[config.mk]
export PLATFORM = sky130hd
export DESIGN_NAME = decoder_scan_ctrl_flat
export DESIGN_NICKNAME = d
export VERILOG_FILES = /design/src/rtl/decoder_scan_ctrl_if.sv /design/src/rtl/decoder_scan_ctrl.sv /design/src/flat_wrapper.sv
export SDC_FILE = /design/constraint.sdc
export NUM_CORES = 1
export LEC_CHECK = 0
export CAP_MARGIN = 25
export CORE_MARGIN = 2
export CORE_UTILIZATION = 50
export CTS_BUF_LIST = sky130_fd_sc_hd__clkbuf_4 sky130_fd_sc_hd__clkbuf_8 sky130_fd_sc_hd__clkbuf_16
export DETAILED_ROUTE_END_ITERATION = 10
export GPL_ROUTABILITY_DRIVEN = 0
export GPL_TIMING_DRIVEN = 0
export MAX_ROUTING_LAYER = met4
export PLACE_DENSITY = 0.86
export RECOVER_POWER = 50
export SETUP_SLACK_MARGIN = 0.1
export SYNTH_ARGS = -nofsm -noshare
export SYNTH_HDL_FRONTEND = slang
export SYNTH_SLANG_ARGS = --single-unit
[constraint.sdc]
create_clock -name clk -period 3.9 [get_ports clk]
set_input_delay 0.585 -clock clk [delete_from_list [all_inputs] [get_ports clk]]
set_output_delay 0.585 -clock clk [all_outputs]
set_load 0.05 [all_outputs]
[src/rtl/decoder_scan_ctrl_if.sv]
// Handshake bundle for the 2-to-4 decoder scan controller.
// master: start/stop/mode/mask/dwell out, sel/en/busy/slot_tick/done in.
interface decoder_scan_ctrl_if #(
  parameter int DWELL_W = 8
);
  logic               start;
  logic               stop;
  logic               mode;
  logic [3:0]         mask;
  logic [DWELL_W-1:0] dwell;
  logic [1:0]         sel;
  logic               en;
  logic               busy;
  logic               slot_tick;
  logic               done;

  modport master (
    output start,
    output stop,
    output mode,
    output mask,
    output dwell,
    input  sel,
    input  en,
    input  busy,
    input  slot_tick,
    input  done
  );

  modport slave (
    input  start,
    input  stop,
    input  mode,
    input  mask,
    input  dwell,
    output sel,
    output en,
    output busy,
    output slot_tick,
    output done
  );
endinterface

[src/rtl/decoder_scan_ctrl.sv]
// Scan controller stepping a 2-to-4 decoder over masked slots.
// Ports: clk, rst (async, active-high), bus (decoder_scan_ctrl_if.slave).
// Optional macro SCAN_BLANK_EN inserts one en=0 GAP cycle between slots.
module decoder_scan_ctrl #(
  parameter int DWELL_W = 8
) (
  input  logic              clk,
  input  logic              rst,
  decoder_scan_ctrl_if.slave bus
);

`ifdef SCAN_BLANK_EN
  typedef enum logic [1:0] {
    IDLE = 2'd0,
    SCAN = 2'd1,
    GAP  = 2'd2
  } state_t;
`else
  typedef enum logic [1:0] {
    IDLE = 2'd0,
    SCAN = 2'd1
  } state_t;
`endif

  state_t             state_q, state_d;
  logic [1:0]         sel_q, sel_d;
  logic               en_q, en_d;
  logic               tick_q, tick_d;
  logic               done_q, done_d;
  logic [DWELL_W-1:0] cnt_q, cnt_d;
  logic               mode_q, mode_d;
  logic [3:0]         mask_q, mask_d;
  logic [DWELL_W-1:0] dwell_q, dwell_d;

  logic [3:0]         above;
  logic               last;
  logic [1:0]         nxt;
  logic               expire;
  logic               accept;

  function automatic logic [1:0] low_bit(
    input logic [3:0] m
  );
    logic [1:0] r;
    r = 2'd0;
    priority case (1'b1)
      m[0]:    r = 2'd0;
      m[1]:    r = 2'd1;
      m[2]:    r = 2'd2;
      m[3]:    r = 2'd3;
      default: r = 2'd0;
    endcase
    return r;
  endfunction

  // Clear bits 0..sel; at sel=3 the shift wraps to 0 so all bits clear.
  assign above  = mask_q & ~((4'd2 << sel_q) - 4'd1);
  assign last   = (above == 4'd0);
  assign nxt    = last ? low_bit(mask_q) : low_bit(above);
  assign expire = (cnt_q == dwell_q);
  assign accept = bus.start & ~bus.stop & (|bus.mask);

  always_ff @(posedge clk or posedge rst) begin
    if (rst) begin
      state_q <= IDLE;
      sel_q   <= 2'd0;
      en_q    <= 1'b0;
      tick_q  <= 1'b0;
      done_q  <= 1'b0;
      cnt_q   <= '0;
      mode_q  <= 1'b0;
      mask_q  <= 4'd0;
      dwell_q <= '0;
    end else begin
      state_q <= state_d;
      sel_q   <= sel_d;
      en_q    <= en_d;
      tick_q  <= tick_d;
      done_q  <= done_d;
      cnt_q   <= cnt_d;
      mode_q  <= mode_d;
      mask_q  <= mask_d;
      dwell_q <= dwell_d;
    end
  end

  always_comb begin
    state_d = state_q;
    sel_d   = sel_q;
    en_d    = en_q;
    tick_d  = 1'b0;
    done_d  = 1'b0;
    cnt_d   = cnt_q;
    mode_d  = mode_q;
    mask_d  = mask_q;
    dwell_d = dwell_q;
    case (state_q)
      IDLE: begin
        en_d  = 1'b0;
        cnt_d = '0;
        if (accept) begin
          mode_d  = bus.mode;
          mask_d  = bus.mask;
          dwell_d = bus.dwell;
          sel_d   = low_bit(bus.mask);
          en_d    = 1'b1;
          tick_d  = 1'b1;
          state_d = SCAN;
        end
      end
      SCAN: begin
        if (bus.stop) begin
          state_d = IDLE;
          en_d    = 1'b0;
          cnt_d   = '0;
        end else if (!expire) begin
          cnt_d = cnt_q + 1'b1;
        end else if (mode_q && last) begin
          state_d = IDLE;
          en_d    = 1'b0;
          done_d  = 1'b1;
          cnt_d   = '0;
        end else begin
          sel_d  = nxt;
          tick_d = 1'b1;
          cnt_d  = '0;
`ifdef SCAN_BLANK_EN
          state_d = GAP;
          en_d    = 1'b0;
`else
          en_d    = 1'b1;
`endif
        end
      end
`ifdef SCAN_BLANK_EN
      GAP: begin
        cnt_d = '0;
        if (bus.stop) begin
          state_d = IDLE;
          en_d    = 1'b0;
        end else begin
          state_d = SCAN;
          en_d    = 1'b1;
        end
      end
`endif
      default: begin
        state_d = IDLE;
        en_d    = 1'b0;
        cnt_d   = '0;
      end
    endcase
  end

  assign bus.sel       = sel_q;
  assign bus.en        = en_q;
  assign bus.busy      = (state_q != IDLE);
  assign bus.slot_tick = tick_q;
  assign bus.done      = done_q;

endmodule

[src/flat_wrapper.sv]
// flat-port wrapper written by rule: the top's interface ports become plain ports
module decoder_scan_ctrl_flat 
#(
  parameter int DWELL_W = 8
)
  (clk, rst, bus_start, bus_stop, bus_mode, bus_mask, bus_dwell, bus_sel, bus_en, bus_busy, bus_slot_tick, bus_done);
  decoder_scan_ctrl_if #(.DWELL_W(DWELL_W)) bus_i ();
  input  logic clk;
  input  logic rst;
  input wire logic [$bits(bus_i.start)-1:0] bus_start;
  input wire logic [$bits(bus_i.stop)-1:0] bus_stop;
  input wire logic [$bits(bus_i.mode)-1:0] bus_mode;
  input wire logic [$bits(bus_i.mask)-1:0] bus_mask;
  input wire logic [$bits(bus_i.dwell)-1:0] bus_dwell;
  output wire logic [$bits(bus_i.sel)-1:0] bus_sel;
  output wire logic [$bits(bus_i.en)-1:0] bus_en;
  output wire logic [$bits(bus_i.busy)-1:0] bus_busy;
  output wire logic [$bits(bus_i.slot_tick)-1:0] bus_slot_tick;
  output wire logic [$bits(bus_i.done)-1:0] bus_done;
  assign bus_i.start = bus_start;
  assign bus_i.stop = bus_stop;
  assign bus_i.mode = bus_mode;
  assign bus_i.mask = bus_mask;
  assign bus_i.dwell = bus_dwell;
  assign bus_sel = bus_i.sel;
  assign bus_en = bus_i.en;
  assign bus_busy = bus_i.busy;
  assign bus_slot_tick = bus_i.slot_tick;
  assign bus_done = bus_i.done;
  decoder_scan_ctrl #(.DWELL_W(DWELL_W)) u_core (.clk(clk), .rst(rst), .bus(bus_i));
endmodule
==> results of run 1 <==
cell families (layout without fill, tap and decap cells):
| logic type | after synthesis | in the layout | synth area share, % |
|---|---|---|---|
| multiplexers | 14 | 14 | 12.3 |
| AO/OA/AOI/OAI | 16 | 16 | 8.72 |
| flip-flops | 27 | 27 | 51.7 |
| AND/OR/NAND/NOR | 33 | 33 | 14.4 |
| buffers and inverters | 7 | 34 | 2.59 |
| XOR/XNOR | 14 | 14 | 9.39 |
| adder cells (fa/ha/maj) | 1 | 1 | 0.958 |
cell type report:
| cell class | instances | area (um^2) |
|---|---|---|
| plain buffers | 1 | 11.3 |
| clock buffers | 4 | 30.0 |
| fillers | 211 | 883 |
| inverters | 6 | 22.5 |
| multi-input cells | 78 | 593 |
| flip-flops and latches | 27 | 676 |
| well taps | 30 | 37.5 |
| repair buffers | 23 | 224 |
placed cells by master, fill, tap and decap left out:
cell type,n
a21oi_1,3
a2bb2oi_1,1
a31o_4,1
a31oi_1,1
and2b_1,1
and3_1,2
buf_6,1
clkbuf_1,1
clkbuf_4,4
clkdlybuf4s50_1,21
dfrtp_1,27
dlygate4sd3_1,1
ha_1,1
inv_1,6
mux2_2,12
mux2_4,1
mux2i_1,1
nand2_1,3
nand2b_1,1
nand3_1,3
nand3b_1,1
nand4_1,2
nor2_1,13
nor2b_1,2
nor3_1,1
nor4_2,1
nor4b_4,1
o211ai_1,1
o21a_1,1
o21ai_0,6
o221ai_1,1
o41ai_1,1
or2_1,1
or2_2,1
xnor2_1,10
xor2_1,4
sequential cells by signal (all words and copies together), names as in the netlist:
signal / flops
u_core.bus.done: 1
u_core.bus.en: 1
u_core.bus.sel: 2
u_core.bus.slot_tick: 1
u_core.cnt_q: 8
u_core.dwell_q: 8
u_core.mask_q: 4
u_core.mode_q: 1
u_core.state_q: 1
through the flow:
stage          instances  setup WS (ns)
2_1_floorplan        112           2.05
3_3_place_gp         164           1.48
3_5_place_dp         164           1.43
4_1_cts              168           1.60
5_1_grt              169           1.52
6_report             169           1.62
metal layers:
layer | vias to the layer above | GRT usage (%) | part of all wire [%]
li1 | 444 | - | -
met1 | 455 | 19.6 | 39
met2 | 30 | 33.3 | 52
met3 | 8 | 4.57 | 5.9
met4 | 0 | 10.2 | 2.8
met5 | - | - | 0
worst max-delay path by stage:
stage / from / endpoint / slack (ns) / cells after the start
finish: u_core.state_q[0]$_DFFE_PP0P_ / bus_busy / 1.62 / 1
floorplan: u_core.bus.sel[1]$_DFFE_PP0P_ / u_core.bus.sel[1]$_DFFE_PP0P_ / 2.05 / 5
CTS: u_core.state_q[0]$_DFFE_PP0P_ / bus_busy / 1.60 / 1
global route: u_core.cnt_q[4]$_DFF_PP0_ / u_core.bus.en$_DFFE_PP0P_ / 1.52 / 5
detailed placement: bus_mask[1] / u_core.dwell_q[1]$_DFFE_PP0P_ / 1.43 / 5
global placement: bus_mask[1] / u_core.mask_q[0]$_DFFE_PP0P_ / 1.48 / 5
where the power goes:
group | internal (mW) | switching [mW]
Combinational | 0.210 | 0.220
Clock | 0.0470 | 0.0773
Sequential | 0.374 | 0.0921
Total | 0.631 | 0.389
Yosys cell counts (all sizes together) (2+ instances only):
| master | n |
|---|---|
| a21oi | 3 |
| and3 | 2 |
| dfrtp | 27 |
| inv | 6 |
| mux2 | 13 |
| nand2 | 3 |
| nand3 | 3 |
| nand4 | 2 |
| nor2 | 13 |
| nor2b | 2 |
| o21ai | 6 |
| or2 | 2 |
| xnor2 | 10 |
| xor2 | 4 |
==> run summary, run 1 <==
outcome: finished, final reports clean
Avg Cell Area, Syn: 11.7 um^2
initial core utilization: 52.7%
CTS buffer count: 3
worst hold slack: 0.515 ns
Power Density: 640 nW/um^2
crit start category: flop
CTS Buffer Depth: 2
Rel. slew slack: 10.1%
Main synth FF type: dfrtp_1
Vias: 937
TritonCTS clock tree: yes
Hold WC Path Type: flop to flop
hold endpoint: u_core.bus.en$_DFFE_PP0P_
share of post-route cells with drive strength above 1: 15.8%
leading area contributor after synthesis: dfrtp_1
boundary pin count: 23
Worst path max stage delay: 0.86 ns
Critical R2R Capture: u_core.bus.en$_DFFE_PP0P_
Setup CP Type: flop to primary output
Synth Instances: 112
Vias/cell: 5.54
antenna violations before repair: 0
library cells used by synthesis: 33
die span in y: 55.1 um
Power Total: 1.02 mW
hold buffer count at CTS: 0
Root Driver: clkbuf_4
RSZ-0062 raised after global routing: no
Total GRT Usage: 19.0%
top-area cell type share of the netlist area: 51.7%
final-report hold violation count: 0
Die Area: 3040 um^2
Buffers on Ports: 22
crit share post-route: 58.5%
vias in the first global route: 936
Post-Route WL: 2470 um
# rows: 18
final net count: 158
Peak Freq: 438 MHz
ant diodes: 0
first-pass GRT wire length: 3870 um
CP bufs+invs: 1
antenna-violating nets left: 0
slowest cell on the critical path: clkdlybuf4s50_1
reg-to-reg setup timing slack: 1.73 ns
post-CTS setup buffers: 0
critical hold path startpoint: u_core.bus.en$_DFFE_PP0P_
Worst Path Arrival: 1.70 ns
largest net degree at the start of global routing: 28
Required @ worst endpoint: 3.31 ns
Worst VDD drop: 340 uV
#FFs+latches synth: 27
initial DRC count: 19
worst slew pin tran: 1.35 ns
Hold Path Depth: 1
1st-pass router iterations: 4
synth-to-layout area growth: 22.0%
Clock Sinks: 27
Post-Route Utilization: 64.3%
Horiz. Die Dim: 55.1 um
post-synthesis sequential area ratio: 51.7%
CP Capture Type: primary output
delay-heaviest family, CP: buffers and inverters
max-cap violations: 0
Worst Reg-to-Reg Cells: 5
setup TNS: 0 ns
Slew Limit Fails: 0
Clock Latency Late Sink: 0.32 ns
min Tclk post-route: 2.28 ns
post-route design area: 1590 um^2
final setup vio count: 0
placed cell areas: 1560 um^2
Clock H-tree levels: 1
Worst-path clk slew: 0.13 ns
grt ovf: 0
HPWL Detailed: 1860 um
Post-synth EDFFs: 0
CTS resizes: 0
Lkg Pwr: 0.656 nW
Area contributors post-synth: dfrtp_1 52%, mux2_2 10%, xnor2_1 6.7%
Core Area: 2480 um^2
critical path fanouts, max: 7
Netlist Area Pre-Place: 1310 um^2
# DRC: 0
Net Count, Synth: 130
Synth Warn #: 0
Clock Skews: 0.00584 ns
ys async rst share: 100%
worst reg2reg startpoint: u_core.cnt_q[4]$_DFF_PP0_
CP Cell Sequence: clkdlybuf4s50_1
Routed WL per cell: 14.6 um
Note: power is estimated with default switching activity, not from simulation.
==> run 2: changes to the inputs <==
--- a/config.mk
+++ b/config.mk
@@ -7,13 +7,13 @@
 export LEC_CHECK = 0
 export CAP_MARGIN = 25
 export CORE_MARGIN = 2
-export CORE_UTILIZATION = 50
+export CORE_UTILIZATION = 46
 export CTS_BUF_LIST = sky130_fd_sc_hd__clkbuf_4 sky130_fd_sc_hd__clkbuf_8 sky130_fd_sc_hd__clkbuf_16
 export DETAILED_ROUTE_END_ITERATION = 10
 export GPL_ROUTABILITY_DRIVEN = 0
 export GPL_TIMING_DRIVEN = 0
 export MAX_ROUTING_LAYER = met4
-export PLACE_DENSITY = 0.86
+export PLACE_DENSITY = 0.84
 export RECOVER_POWER = 50
 export SETUP_SLACK_MARGIN = 0.1
 export SYNTH_ARGS = -nofsm -noshare
==> constraint.sdc (replaced) <==
create_clock -name clk -period 1.8 [get_ports clk]
set_input_delay 0.27 -clock clk [delete_from_list [all_inputs] [get_ports clk]]
set_output_delay 0.27 -clock clk [all_outputs]
set_load 0.05 [all_outputs]
==> run 2 against run 1 <==
  * Highest routed layer unchanged
  * Clock power grew 110%
  * Largest cell class unchanged
  * Critical endpoint is now u_core.bus.sel[1]$_DFFE_PP0P_
  * Hold slack lost 0.25 ns
  * Setup slack lost 1.4 ns
  * Global-route usage shrank 2.7 points
==> run summary, run 2 (synthesis results as in run 1) <==
outcome: finished, final reports clean
CTS buffer count: 3 (unchanged)
crit share post-route: 90.2%
part of the power in registers: 46.7% (+1.0 points)
Clock Latency Late Sink: 0.33 ns (about the same)
Lkg Pwr: 0.684 nW (+4.3%)
Core Area: 2730 um^2 (+10%)
initial core utilization: 47.8% (-4.9 points)
RSZ-0062 raised after global routing: yes
Power Density: 1350 nW/um^2 (+110%)
Worst-path clk slew: 0.15 ns (+0.02 ns)
ant diodes: 0 (unchanged)
delay-heaviest family, CP: flip-flops
Die Area: 3280 um^2 (+8.1%)
final-report hold violation count: 0 (unchanged)
max-cap violations: 0 (unchanged)
HPWL Detailed: 1900 um (+2.1%)
Post-Route WL: 2420 um (-1.9%)
# DRC: 0 (unchanged)
die span in y: 57.3 um (+4.0%)
Vias/cell: 5.38 (-3.0%)
critical path fanouts, max: 7 (unchanged)
Worst Reg-to-Reg Cells: 5 (unchanged)
largest net degree at the start of global routing: 28 (unchanged)
slowest cell on the critical path: dfrtp_2
min Tclk post-route: 1.62 ns
Clock Skews: 0.0124 ns (+0.00652 ns)
P_int: 1.33 mW (+110%)
initial DRC count: 15 (-4)
CP bufs+invs: 0 (-1)
logic gate share of total power: 41.3% (-0.8 points)
Root Driver: clkbuf_4
Horiz. Die Dim: 57.3 um (+4.0%)
top flop regs: u_core.cnt_q (8), u_core.dwell_q (8), u_core.mask_q (4)
Worst VDD drop: 948 uV (+180%)
first-pass GRT wire length: 4040 um (+4.3%)
CP Cell Sequence: nand2b_1 -> a21oi_1 -> or2_0 -> a31o_4 -> mux2_4
Setup CP Type: flop to flop
CTS Buffer Depth: 2 (unchanged)
vias in the first global route: 962 (+2.8%)
antenna-violating nets left: 0 (unchanged)
CP Capture Type: flop
Slew Limit Fails: 0 (unchanged)
reg-to-reg setup timing slack: 0.18 ns (-1.55 ns)
Peak Freq: 616 MHz
most frequent cells in the layout: 25 x dfrtp_1, 15 x clkdlybuf4s50_1, 13 x nor2_1
Routed WL per cell: 14.2 um (-3.1%)
# rows: 19 (+1)
antenna violations before repair: 0 (unchanged)
TritonCTS clock tree: yes
Worst Path Arrival: 1.86 ns (+0.16 ns)
most common cell after layout, fill and taps aside: dfrtp_1
1st-pass router iterations: 4 (unchanged)
final net count: 159 (+0.63%)
Critical R2R Capture: u_core.bus.sel[1]$_DFFE_PP0P_
worst reg2reg startpoint: u_core.bus.sel[1]$_DFFE_PP0P_
sw power: 860 uW (+120%)
Power Total: 2.19 mW (+110%)
Worst path max stage delay: 0.48 ns (-0.38 ns)
Buffers on Ports: 22 (unchanged)
Total GRT Usage: 16.3% (-2.7 points)
Rel. slew slack: 67.4% (+57 points)
clock share of power: 12.0% (-0.2 points)
boundary pin count: 23 (unchanged)
setup TNS: 0 ns (unchanged)
Required @ worst endpoint: 2.04 ns (-1.27 ns)
Clock Sinks: 27 (unchanged)
Sw Ratio: 39.3% (+1.1 points)
Clock H-tree levels: 1 (unchanged)
Hold WC Path Type: input port to async pin
grt ovf: 0 (unchanged)
crit start category: flop
synth-to-layout area growth: 24.4%
hold buffer count at CTS: 0 (unchanged)
final setup vio count: 0 (unchanged)
Vias: 920 (-1.8%)
share of post-route cells with drive strength above 1: 19.3% (+3.5 points)
worst slew pin tran: 0.491 ns (-0.858 ns)
## run 2: cell types whose count changed in the layout (fill, tap and decap cells not counted), moves of 2 or more
cell             previous run  this run
dlygate4sd2_1               0         6
dfrtp_2                     0         2
clkdlybuf4s50_1            21        15
dfrtp_1                    27        25
## run 2: what timing repair did
| item | CTS | global route |
|---|---|---|
| gates resized for setup | 6 | 1 |
| pin swaps | 1 | 0 |
| buffers inserted | 1 | 0 |
| setup endpoints to repair | 14 | 1 |
## run 2: layout make-up
class,instances,area [um^2]
fill,238,1110
sequential,27,678
multi-input combinational,78,597
timing repair buffer,24,248
tap,31,38.8
clock buffer,3,22.5
inverter,6,22.5
buffer,1,11.3
clock inverter,1,7.51
## run 2: per-stage QoR
| stage | hold slack (ns) | util (%) | instance area [um^2] | setup WS [ns] | std cells |
|---|---|---|---|---|---|
| 4_1_cts | 0.485 | 58.4 | 1600 | 0.170 | 170 |
| 5_1_grt | 0.265 | 59.5 | 1630 | 0.0545 | 171 |
| 6_report | 0.264 | 59.5 | 1630 | 0.176 | 171 |
| 3_3_place_gp | 0.478 | 57.3 | 1570 | -0.336 | 165 |
| 3_5_place_dp | 0.494 | 57.3 | 1570 | -0.367 | 165 |
| 2_1_floorplan | 0.323 | - | 1310 | 0.108 | 112 |
## run 2: power groups by stage
stage / combinational [mW] / sequential (mW) / clock, mW
global placement: 0.894 / 1.02 / 0
detailed placement: 0.930 / 1.04 / 0
CTS: 0.906 / 1.02 / 0.272
floorplan: 0.533 / 1.14 / 0
finish: 0.906 / 1.02 / 0.262
global route: 0.970 / 1.05 / 0.295
## run 2: routing by layer
layer	part of all wire (%)	vias up	routed length [um]	track usage (%)
li1	-	445	-	-
met1	39	447	952	17.3
met2	55	23	1330	30.5
met3	4.3	5	105	2.95
met4	1.4	0	34	4.98
met5	0	-	0	-
## run 2: how the worst max path moves through the flow
stage                                          endpoint  cells after the start                           from  slack [ns]
after global placement    u_core.dwell_q[0]$_DFFE_PP0P_                      5                    bus_mask[1]       -0.34
after global routing          u_core.bus.en$_DFFE_PP0P_                      5      u_core.cnt_q[1]$_DFF_PP0_        0.05
after detailed placement  u_core.dwell_q[2]$_DFFE_PP0P_                      5                    bus_mask[1]       -0.37
after floorplan           u_core.bus.sel[1]$_DFFE_PP0P_                      5  u_core.bus.sel[1]$_DFFE_PP0P_        0.11
final                     u_core.bus.sel[1]$_DFFE_PP0P_                      5  u_core.bus.sel[1]$_DFFE_PP0P_        0.18
after CTS                                      bus_busy                      1  u_core.state_q[0]$_DFFE_PP0P_        0.17
